**config.mk**
```make
export PLATFORM = sky130hd
export DESIGN_NAME = parking_day_sequencer_flat
export DESIGN_NICKNAME = d
export VERILOG_FILES = /design/src/rtl/parking_day_sequencer_if.sv /design/src/rtl/parking_day_sequencer.sv /design/src/flat_wrapper.sv
export SDC_FILE = /design/constraint.sdc
export NUM_CORES = 1
export LEC_CHECK = 0
export ABC_AREA = 1
export CORE_MARGIN = 4
export CORE_UTILIZATION = 35
export DETAILED_ROUTE_END_ITERATION = 7
export GPL_ROUTABILITY_DRIVEN = 0
export HOLD_SLACK_MARGIN = 0.06
export PLACE_DENSITY_LB_ADDON = 0.3
export SLEW_MARGIN = 10
export SYNTH_ARGS = -nofsm -noshare
export SYNTH_HDL_FRONTEND = slang
export SYNTH_SLANG_ARGS = --single-unit
export TNS_END_PERCENT = 100
```
**constraint.sdc**
```tcl
create_clock -name clk -period 2.44 [get_ports clk]
set_input_delay 0.366 -clock clk [delete_from_list [all_inputs] [get_ports clk]]
set_output_delay 0.366 -clock clk [all_outputs]
set_load 0.02 [all_outputs]
```
**src/rtl/parking_day_sequencer_if.sv**
```systemverilog
// Signal bundle between the parking day sequencer and its environment.
// The controller side (master) drives the day/car events; the sequencer
// (slave) returns grants, occupancy, rush strobes and day status.
interface parking_day_sequencer_if;
  logic       start;
  logic       hour_tick;
  logic       car_enter;
  logic       car_exit;
  logic       enter_grant;
  logic       exit_grant;
  logic [3:0] occupancy;
  logic       slot_full;
  logic       slot_empty;
  logic [3:0] work_hour;
  logic       rush_start_valid;
  logic       rush_end_valid;
  logic       day_done;
  logic [2:0] day_index;
  logic       busy;
  logic       finished;

  modport master (
    output start, hour_tick, car_enter, car_exit,
    input  enter_grant, exit_grant, occupancy, slot_full, slot_empty,
           work_hour, rush_start_valid, rush_end_valid, day_done,
           day_index, busy, finished
  );

  modport slave (
    input  start, hour_tick, car_enter, car_exit,
    output enter_grant, exit_grant, occupancy, slot_full, slot_empty,
           work_hour, rush_start_valid, rush_end_valid, day_done,
           day_index, busy, finished
  );
endinterface

```
**src/rtl/parking_day_sequencer.sv**
```systemverilog
// Parking work-day sequencer: lot occupancy, hour counting, rush-hour
// strobes and day bookkeeping.
//
// state    | meaning
// ---------+-----------------------------------------------------------
// IDLE     | between days, waiting for start
// OPEN     | day running; cars accepted, hour ticks counted
// CLOSE    | single-cycle day close, day_done strobe
// FINISHED | all days done; absorbing until reset
//
// rush     | meaning
// ---------+-----------------------------------------------------------
// WAIT_FULL  | armed for the lot becoming full
// WAIT_EMPTY | rush started, waiting for the lot to drain
module parking_day_sequencer #(
  parameter int CAPACITY   = 3,
  parameter int WORK_HOURS = 8,
  parameter int DAYS       = 4
) (
  input logic                   clk,
  input logic                   reset,
  parking_day_sequencer_if.slave bus
);

  localparam logic [3:0] CAP       = 4'(CAPACITY);
  localparam logic [3:0] LAST_HOUR = 4'(WORK_HOURS - 1);
  localparam logic [2:0] LAST_DAY  = 3'(DAYS - 1);

  typedef enum logic [1:0] {IDLE, OPEN, CLOSE, FINISHED} state_t;
  typedef enum logic {WAIT_FULL, WAIT_EMPTY} rush_t;

  state_t     state;
  rush_t      rush_phase;
  logic [3:0] occupancy;
  logic [3:0] work_hour;
  logic [2:0] day_index;
  logic       busy;
  logic       finished;
  logic       day_done;
  logic       rush_start_valid;
  logic       rush_end_valid;
  logic       enter_grant;
  logic       exit_grant;

  // An exit in the same cycle frees a slot, so a full lot can still admit.
  assign exit_grant  = (state == OPEN) && bus.car_exit && (occupancy != 4'd0);
  assign enter_grant = (state == OPEN) && bus.car_enter &&
                       ((occupancy != CAP) || exit_grant);

  assign bus.enter_grant      = enter_grant;
  assign bus.exit_grant       = exit_grant;
  assign bus.occupancy        = occupancy;
  assign bus.slot_full        = (occupancy == CAP);
  assign bus.slot_empty       = (occupancy == 4'd0);
  assign bus.work_hour        = work_hour;
  assign bus.rush_start_valid = rush_start_valid;
  assign bus.rush_end_valid   = rush_end_valid;
  assign bus.day_done         = day_done;
  assign bus.day_index        = day_index;
  assign bus.busy             = busy;
  assign bus.finished         = finished;

  // Occupancy counter; persists across days, only moves on granted events.
  always_ff @(posedge clk or posedge reset) begin
    if (reset) begin
      occupancy <= 4'd0;
    end else if (enter_grant && !exit_grant) begin
      occupancy <= occupancy + 4'd1;
    end else if (exit_grant && !enter_grant) begin
      occupancy <= occupancy - 4'd1;
    end
  end

  // Day FSM with the rush-phase tracker and all registered status outputs.
  always_ff @(posedge clk or posedge reset) begin
    if (reset) begin
      state            <= IDLE;
      rush_phase       <= WAIT_FULL;
      work_hour        <= 4'd0;
      day_index        <= 3'd0;
      busy             <= 1'b0;
      finished         <= 1'b0;
      day_done         <= 1'b0;
      rush_start_valid <= 1'b0;
      rush_end_valid   <= 1'b0;
    end else begin
      day_done         <= 1'b0;
      rush_start_valid <= 1'b0;
      rush_end_valid   <= 1'b0;
      case (state)
        IDLE: begin
          if (bus.start) begin
            state     <= OPEN;
            busy      <= 1'b1;
            work_hour <= 4'd0;
            // Occupancy cannot change in IDLE, so a full lot here is what the
            // first OPEN cycle shows; strobe it right there.
            if (occupancy == CAP) begin
              rush_start_valid <= 1'b1;
              rush_phase       <= WAIT_EMPTY;
            end else begin
              rush_phase <= WAIT_FULL;
            end
          end
        end
        OPEN: begin
          if (bus.hour_tick && (work_hour == LAST_HOUR)) begin
            // Leaving OPEN: suppress rush strobes so none lands in CLOSE.
            state    <= CLOSE;
            day_done <= 1'b1;
          end else begin
            if (bus.hour_tick) begin
              work_hour <= work_hour + 4'd1;
            end
            if ((rush_phase == WAIT_FULL) && (occupancy == CAP)) begin
              rush_start_valid <= 1'b1;
              rush_phase       <= WAIT_EMPTY;
            end else if ((rush_phase == WAIT_EMPTY) && (occupancy == 4'd0)) begin
              rush_end_valid <= 1'b1;
              rush_phase     <= WAIT_FULL;
            end
          end
        end
        CLOSE: begin
          busy <= 1'b0;
          if (day_index == LAST_DAY) begin
            state    <= FINISHED;
            finished <= 1'b1;
          end else begin
            state     <= IDLE;
            day_index <= day_index + 3'd1;
          end
        end
        FINISHED: begin
          state <= FINISHED;
        end
        default: begin
          state <= IDLE;
        end
      endcase
    end
  end

endmodule

```
**src/flat_wrapper.sv**
```systemverilog
// flat-port wrapper written by rule: the top's interface ports become plain ports
module parking_day_sequencer_flat 
#(
  parameter int CAPACITY   = 3,
  parameter int WORK_HOURS = 8,
  parameter int DAYS       = 4
)
  (clk, reset, bus_start, bus_hour_tick, bus_car_enter, bus_car_exit, bus_enter_grant, bus_exit_grant, bus_occupancy, bus_slot_full, bus_slot_empty, bus_work_hour, bus_rush_start_valid, bus_rush_end_valid, bus_day_done, bus_day_index, bus_busy, bus_finished);
  parking_day_sequencer_if bus_i ();
  input logic clk;
  input logic reset;
  input wire logic [$bits(bus_i.start)-1:0] bus_start;
  input wire logic [$bits(bus_i.hour_tick)-1:0] bus_hour_tick;
  input wire logic [$bits(bus_i.car_enter)-1:0] bus_car_enter;
  input wire logic [$bits(bus_i.car_exit)-1:0] bus_car_exit;
  output wire logic [$bits(bus_i.enter_grant)-1:0] bus_enter_grant;
  output wire logic [$bits(bus_i.exit_grant)-1:0] bus_exit_grant;
  output wire logic [$bits(bus_i.occupancy)-1:0] bus_occupancy;
  output wire logic [$bits(bus_i.slot_full)-1:0] bus_slot_full;
  output wire logic [$bits(bus_i.slot_empty)-1:0] bus_slot_empty;
  output wire logic [$bits(bus_i.work_hour)-1:0] bus_work_hour;
  output wire logic [$bits(bus_i.rush_start_valid)-1:0] bus_rush_start_valid;
  output wire logic [$bits(bus_i.rush_end_valid)-1:0] bus_rush_end_valid;
  output wire logic [$bits(bus_i.day_done)-1:0] bus_day_done;
  output wire logic [$bits(bus_i.day_index)-1:0] bus_day_index;
  output wire logic [$bits(bus_i.busy)-1:0] bus_busy;
  output wire logic [$bits(bus_i.finished)-1:0] bus_finished;
  assign bus_i.start = bus_start;
  assign bus_i.hour_tick = bus_hour_tick;
  assign bus_i.car_enter = bus_car_enter;
  assign bus_i.car_exit = bus_car_exit;
  assign bus_enter_grant = bus_i.enter_grant;
  assign bus_exit_grant = bus_i.exit_grant;
  assign bus_occupancy = bus_i.occupancy;
  assign bus_slot_full = bus_i.slot_full;
  assign bus_slot_empty = bus_i.slot_empty;
  assign bus_work_hour = bus_i.work_hour;
  assign bus_rush_start_valid = bus_i.rush_start_valid;
  assign bus_rush_end_valid = bus_i.rush_end_valid;
  assign bus_day_done = bus_i.day_done;
  assign bus_day_index = bus_i.day_index;
  assign bus_busy = bus_i.busy;
  assign bus_finished = bus_i.finished;
  parking_day_sequencer #(.CAPACITY(CAPACITY), .WORK_HOURS(WORK_HOURS), .DAYS(DAYS)) u_core (.clk(clk), .reset(reset), .bus(bus_i));
endmodule
```
* Word level (Yosys, flattened, before mapping) *
Index checks and enable logic that the tools add are counted.

cells by class
  add/sub/neg operators = 4
  eq/ne operators = 12
  mux-type cells = 28
  bitwise gates (word level) = 2
  reductions and logical operators = 24

operators by type and width
  cell                                                                     count
  4-bit 2-to-1 mux                                                         5
  1-bit 2-to-1 mux                                                         15
  1-bit logical AND                                                        9
  4-bit by 1-bit adder with 4-bit output, second input constant            2
  2-bit inequality test, second input constant                             4
  2-bit one-hot mux with 4 select lines                                    1
  4-bit one-hot mux with 2 select lines                                    1
  2-bit AND reduction                                                      4
  4-bit AND reduction                                                      2
  2-bit 2-to-1 mux                                                         3
  1-bit one-hot mux with 2 select lines                                    3
  2-bit nonzero test                                                       3
  2-bit equality test, second input constant                               2
  4-bit by 2-bit equality test with 1-bit output, second input constant    1
  4-bit by 3-bit equality test with 1-bit output, second input constant    1
  4-bit logical NOT                                                        1
  4-bit by 2-bit inequality test with 1-bit output, second input constant  1
  4-bit nonzero test                                                       1
  4-bit by 1-bit subtractor with 4-bit output, second input constant       1
  3-bit by 1-bit adder with 3-bit output, second input constant            1
  3-bit by 2-bit equality test with 1-bit output, second input constant    1
  3-bit inequality test, second input constant                             1
  2-bit by 1-bit equality test with 1-bit output, second input constant    1
  1-bit logical NOT                                                        2
  other kinds (3)                                                          4

word-level totals
  flip-flop bits (word level) = 19
  bits of input ports = 6
  output and inout port bits = 20
  word-level logic and storage cells = 80

* Logic depth before layout (Yosys ltp) *
Gate-level depths: netlist (run 1).

  depth in word-level cells = 9
  gate-level depth with buffers = 15
  depth with buffers taken out = 15

* Worst setup path before layout (run 1) *
No wires, ideal clock.

  path type = flip-flop to flip-flop
  start = register u_core.occupancy[3], in the netlist u_core.bus.occupancy[3]
  end = register u_core.occupancy[3], in the netlist u_core.bus.occupancy[3]
  library setup time = 0.066 ns
  data arrival time = 2.073 ns
  data required time = 2.374 ns
  setup slack = 0.301 ns
  cell stages (with the launch flop) = 15
  path buffers = 0
  path through = dfrtp_1 > nor2_1 > nand3_1 > o211ai_1 > inv_1 > ha_1 > inv_1 > ha_1 > nand2_1 > nand2_1 > nor2_1 > nand2_1 > nand2_1 > nand2_1 > nand2_1

between the ends
  longest elaborated chain between the ends = 7

RTL lines
  what                          line                         source
  start, declared               parking_day_sequencer.sv:34  logic [3:0] occupancy;
  start signal, assigned        parking_day_sequencer.sv:68  occupancy <= occupancy + 4'd1;
  start signal, assigned        parking_day_sequencer.sv:70  occupancy <= occupancy - 4'd1;
  4-bit nonzero test            parking_day_sequencer.sv:46  assign exit_grant = (state == OPEN) && bus.car_exit && (occupancy != 4'd0);
  1-bit logical AND             parking_day_sequencer.sv:46
  1-bit logical OR (*)          parking_day_sequencer.sv:48  ((occupancy != CAP) || exit_grant);
  1-bit logical AND (*)         parking_day_sequencer.sv:47  assign enter_grant = (state == OPEN) && bus.car_enter &&
  named net bus_enter_grant     flat_wrapper.sv:16           output wire logic [$bits(bus_i.enter_grant)-1:0] bus_enter_grant;
  1-bit logical NOT             parking_day_sequencer.sv:69  end else if (exit_grant && !enter_grant) begin
  1-bit logical AND             parking_day_sequencer.sv:69
  2-bit nonzero test (no line)  --

Mark *: on every way through the listed nets, which the timed path passes. The rest lies on a longest branch. The select of a mux whose other input is x is not followed.
A chain may end at the register's enable or synchronous reset.

* Final worst setup path (run 1) *
  start = register u_core.occupancy[3], in the netlist u_core.bus.occupancy[3]
  end = output port bus_enter_grant

between the ends
  longest elaborated chain between the ends = 4

RTL lines
  what                   line
  4-bit nonzero test     parking_day_sequencer.sv:46
  1-bit logical AND      parking_day_sequencer.sv:46
  1-bit logical OR (*)   parking_day_sequencer.sv:48
  1-bit logical AND (*)  parking_day_sequencer.sv:47
  end, declared          flat_wrapper.sv:16

Mark *: on every way between the ends. The rest lies on a longest branch, timed or not.

==> summary.txt, run 1 <==
STA
  – Part of the cycle the worst path needs: approximately 90%
  – Max-Slew Margin vs Limit: 52.6%
  – Slew @ Worst Pin: 0.710 ns
  – RSZ-0062 raised after global routing: false
  – Maximum clock skew at final layout: 0.00598 ns
  – Final TNS setup: 0 ns
  – Number of pins exceeding their max-slew limit in the final report: 0
  – Min Hold Slack: 0.468 ns
  – Shortest clock period the worst path allows after layout: 2.25 ns
  – Fmax: 0.445 GHz
  – Final setup violation count: 0
  – Final worst-path setup slack: 0.195 ns
  – Hold violation total from the final report: 0

Critical path
  – Critical path class: flip-flop to primary output
  – Worst path bufs/invs: 2
  – Worst endpoint required time: 2.07 ns
  – Crit start category: flip-flop
  – Top Family by Delay on Critical Path: buffers and inverters
  – Worst Path Max Fanout: 5
  – CP Capture Type: primary output
  – List of cells traversed by the critical path: nor2_1 > nand3_1 > o211ai_1 > inv_1 > clkdlybuf4s50_1
  – Delay of the slowest cell on the worst path: 0.54 ns
  – Slowest CP cell: clkdlybuf4s50_1
  – Arrival @ worst endpoint: ~1.9 ns

Logic synthesis
  – Number of cells produced by synthesis: 125
  – Number of enable flip-flop cells after synthesis: 0
  – Mapped cell area: 0.00106 mm2
  – Flip-flop and latch count after synthesis: 19
  – Post-synthesis async set-or-reset flop share: 100%
  – Count of unique library cells instantiated by Yosys: 26
  – Mapped Nets: about 140
  – Most common flop cell mapped by yosys: dfrtp_1
  – YS warnings: 0
  – Mean post-synth cell area: 8.51 um2
  – Share of synthesized area occupied by flip-flops and latches: 44.7%

CTS
  – CTS root buf: clkbuf_4
  – Number of gates given a new drive strength after cts: 0
  – Quantity of hold-fixing buffers added after cts: 0
  – Post-CTS setup-driven buffer insertion count: 0
  – Latest clock arrival within the worst-skew pair: around 0.30 ns
  – Clock tree from TritonCTS: done
  – Worst-path clk slew: around 0.11 ns
  – Longest Clk Path Bufs: 2
  – Number of H-tree levels: 1
  – Sink Count: 19
  – Number of CTS-inserted buffers: 3

Global route
  – Initial antenna violation count: 0
  – Global-route wire length before repair: between 3000 and 4000 um
  – Global-route total usage across every layer: roughly an eighth
  – Final global-route overflow total: 0
  – Maximum number of pins on one net before global-route repair: 20
  – Via count of the first global-routing pass: 856

Detailed routing
  – DRC violation total after the first TritonRoute iteration: 16
  – DRT antenna net count: 0
  – Number of vias per cell: 4.66
  – Number of detailed-routing iterations run before antenna repair: 4
  – Routed vias: 862
  – Drt wl/cell: about 12 um
  – Post-route DRC violation count: 0
  – Final Routed Wirelength: 2130 um

Floorplan
  – Num rows: 19
  – I/O pin cnt: 26
  – Core Area: between 0.002 and 0.003 mm2
  – Die area: 0.00398 mm2
  – Die width: 63.1 um
  – Die height: about 63 um
  – Initial cell density of the core: 37.6%

Layout
  – Final Net Count: between 150 and 200
  – Area growth from synthesis to layout: 29.8%
  – Count of inserted antenna diode cells: 0
  – Proportion of layout cells with a drive suffix above 1: around 10%

Placement
  – Input/output buffers: 25
  – Half-perimeter wire length of the detailed placement result: 1700 um
  – Minimum setup slack after placement: 0.223 ns

Power
  – Total power divided by cell area: 1210 mW/mm2
  – Maximum ir drop on the vdd rail: roughly 0.70 mV
  – Leakage power total: between 0.7 and 0.8 nW

Run
  – Count of max-cap constraint violations: 0

Outcome
  – Outcome: complete, no violations

Worst hold path
  – Type of the worst min-delay path: primary input to async pin
-- per-layer routing --
| layer | vias up | GRT usage, % | routed length [um] |
|---|---|---|---|
| met5 | - | 0 | 0 |
| met4 | 0 | 2.20 | 11 |
| met3 | 2 | 4.62 | 130 |
| met2 | 20 | 20.6 | 1050 |
| met1 | 388 | 14.7 | 940 |
| li1 | 452 | - | - |
-- worst paths after layout --
| kind | start | endpoint | slack, ns | cells past startpoint |
|---|---|---|---|---|
| max | u_core.bus.occupancy[3] | bus_enter_grant | 0.19 | 5 |
| min | reset | u_core.bus.occupancy[1] | 0.47 | 2 |
| max reg2reg | u_core.bus.occupancy[3] | u_core.bus.occupancy[3] | 0.26 | 14 |
| min reg2reg | u_core.bus.busy | u_core.bus.busy | 0.49 | 2 |
| max in group asynchronous | reset | u_core.bus.work_hour[0] | 1.52 | 2 |
| min in group clk | u_core.bus.busy | u_core.bus.busy | 0.49 | 2 |
-- Yosys cell counts (all sizes together), types with 4 or more instances --
| cell type | n | area share, % |
|---|---|---|
| dfrtp | 19 | 45 |
| ha | 6 | 7.1 |
| inv | 23 | 8.4 |
| nand2 | 35 | 14 |
| nand3 | 13 | 7.8 |
| nor2 | 10 | 4.2 |
| o21ai | 6 | 3.9 |
| xnor2 | 4 | 3.3 |
-- kinds of logic after synthesis --
logic type,synth area share (%)
AND/OR/NAND/NOR,27.4
buffers and inverters,8.35
flip-flops,44.7
AO/OA/AOI/OAI,6.47
adder cells (fa/ha/maj),8.94
XOR/XNOR,4.12
-- flip-flops by register name, summed over array words and instances (netlist names) --
signal and count:
u_core.bus.busy 1, u_core.bus.day_done 1, u_core.bus.day_index 3, u_core.bus.finished 1, u_core.bus.occupancy 4, u_core.bus.rush_end_valid 1, u_core.bus.rush_start_valid 1, u_core.bus.work_hour 4
u_core.rush_phase 1, u_core.state 2
-- layout by cell type (no fill, tap or decap), drive strengths merged --
master         count
nand2             35
clkdlybuf4s50     25
inv               23
dfrtp             19
nand3             13
nor2              10
ha                 6
o21ai              6
xnor2              4
clkbuf             3
xor2               1
o21bai             1
nand4              1
o31ai              1
o211ai             1
nor3               1
a21oi              1
or2                1
fa                 1
clkinv             1
-- where the power goes --
group | switching (mW) | internal [mW] | leakage [nW]
clock network | 0.100 | 0.0611 | 0.0177
registers | 0.121 | 0.419 | 0.240
logic | 0.539 | 0.425 | 0.444
-- per-stage QoR --
| step | cells | cell area, um2 | total power [mW] | utilization, % |
|---|---|---|---|---|
| after global placement | 181 | 1350 | 1.48 | 47.8 |
| after detailed placement | 181 | 1350 | 1.52 | 47.8 |
| after global routing | 185 | 1380 | 1.82 | 48.8 |
| final | 185 | 1380 | 1.67 | 48.8 |
| after CTS | 185 | 1380 | 1.68 | 48.8 |
| after floorplan | 125 | 1060 | 1.16 | - |
-- area by class of cell --
cell class              instances  area (um2)
inverters                      23        88.8
repair buffers                 25         250
well taps                      31        38.8
clock inverters                 1        5.00
multi-input cells              83         499
clock buffers                   3        22.5
fillers                       277        1450
flip-flops and latches         19         475
Note: power is estimated with default switching activity, not from simulation.
==> run 2, diff against run 1 <==
--- a/config.mk
+++ b/config.mk
@@ -8,6 +8,7 @@
 export ABC_AREA = 1
 export CORE_MARGIN = 4
 export CORE_UTILIZATION = 35
+export CTS_CLUSTER_DIAMETER = 40
 export DETAILED_ROUTE_END_ITERATION = 7
 export GPL_ROUTABILITY_DRIVEN = 0
 export HOLD_SLACK_MARGIN = 0.06
==> results of run 2 <==
Same layout as run 1: the final DEF is identical, and so are final timing and power.
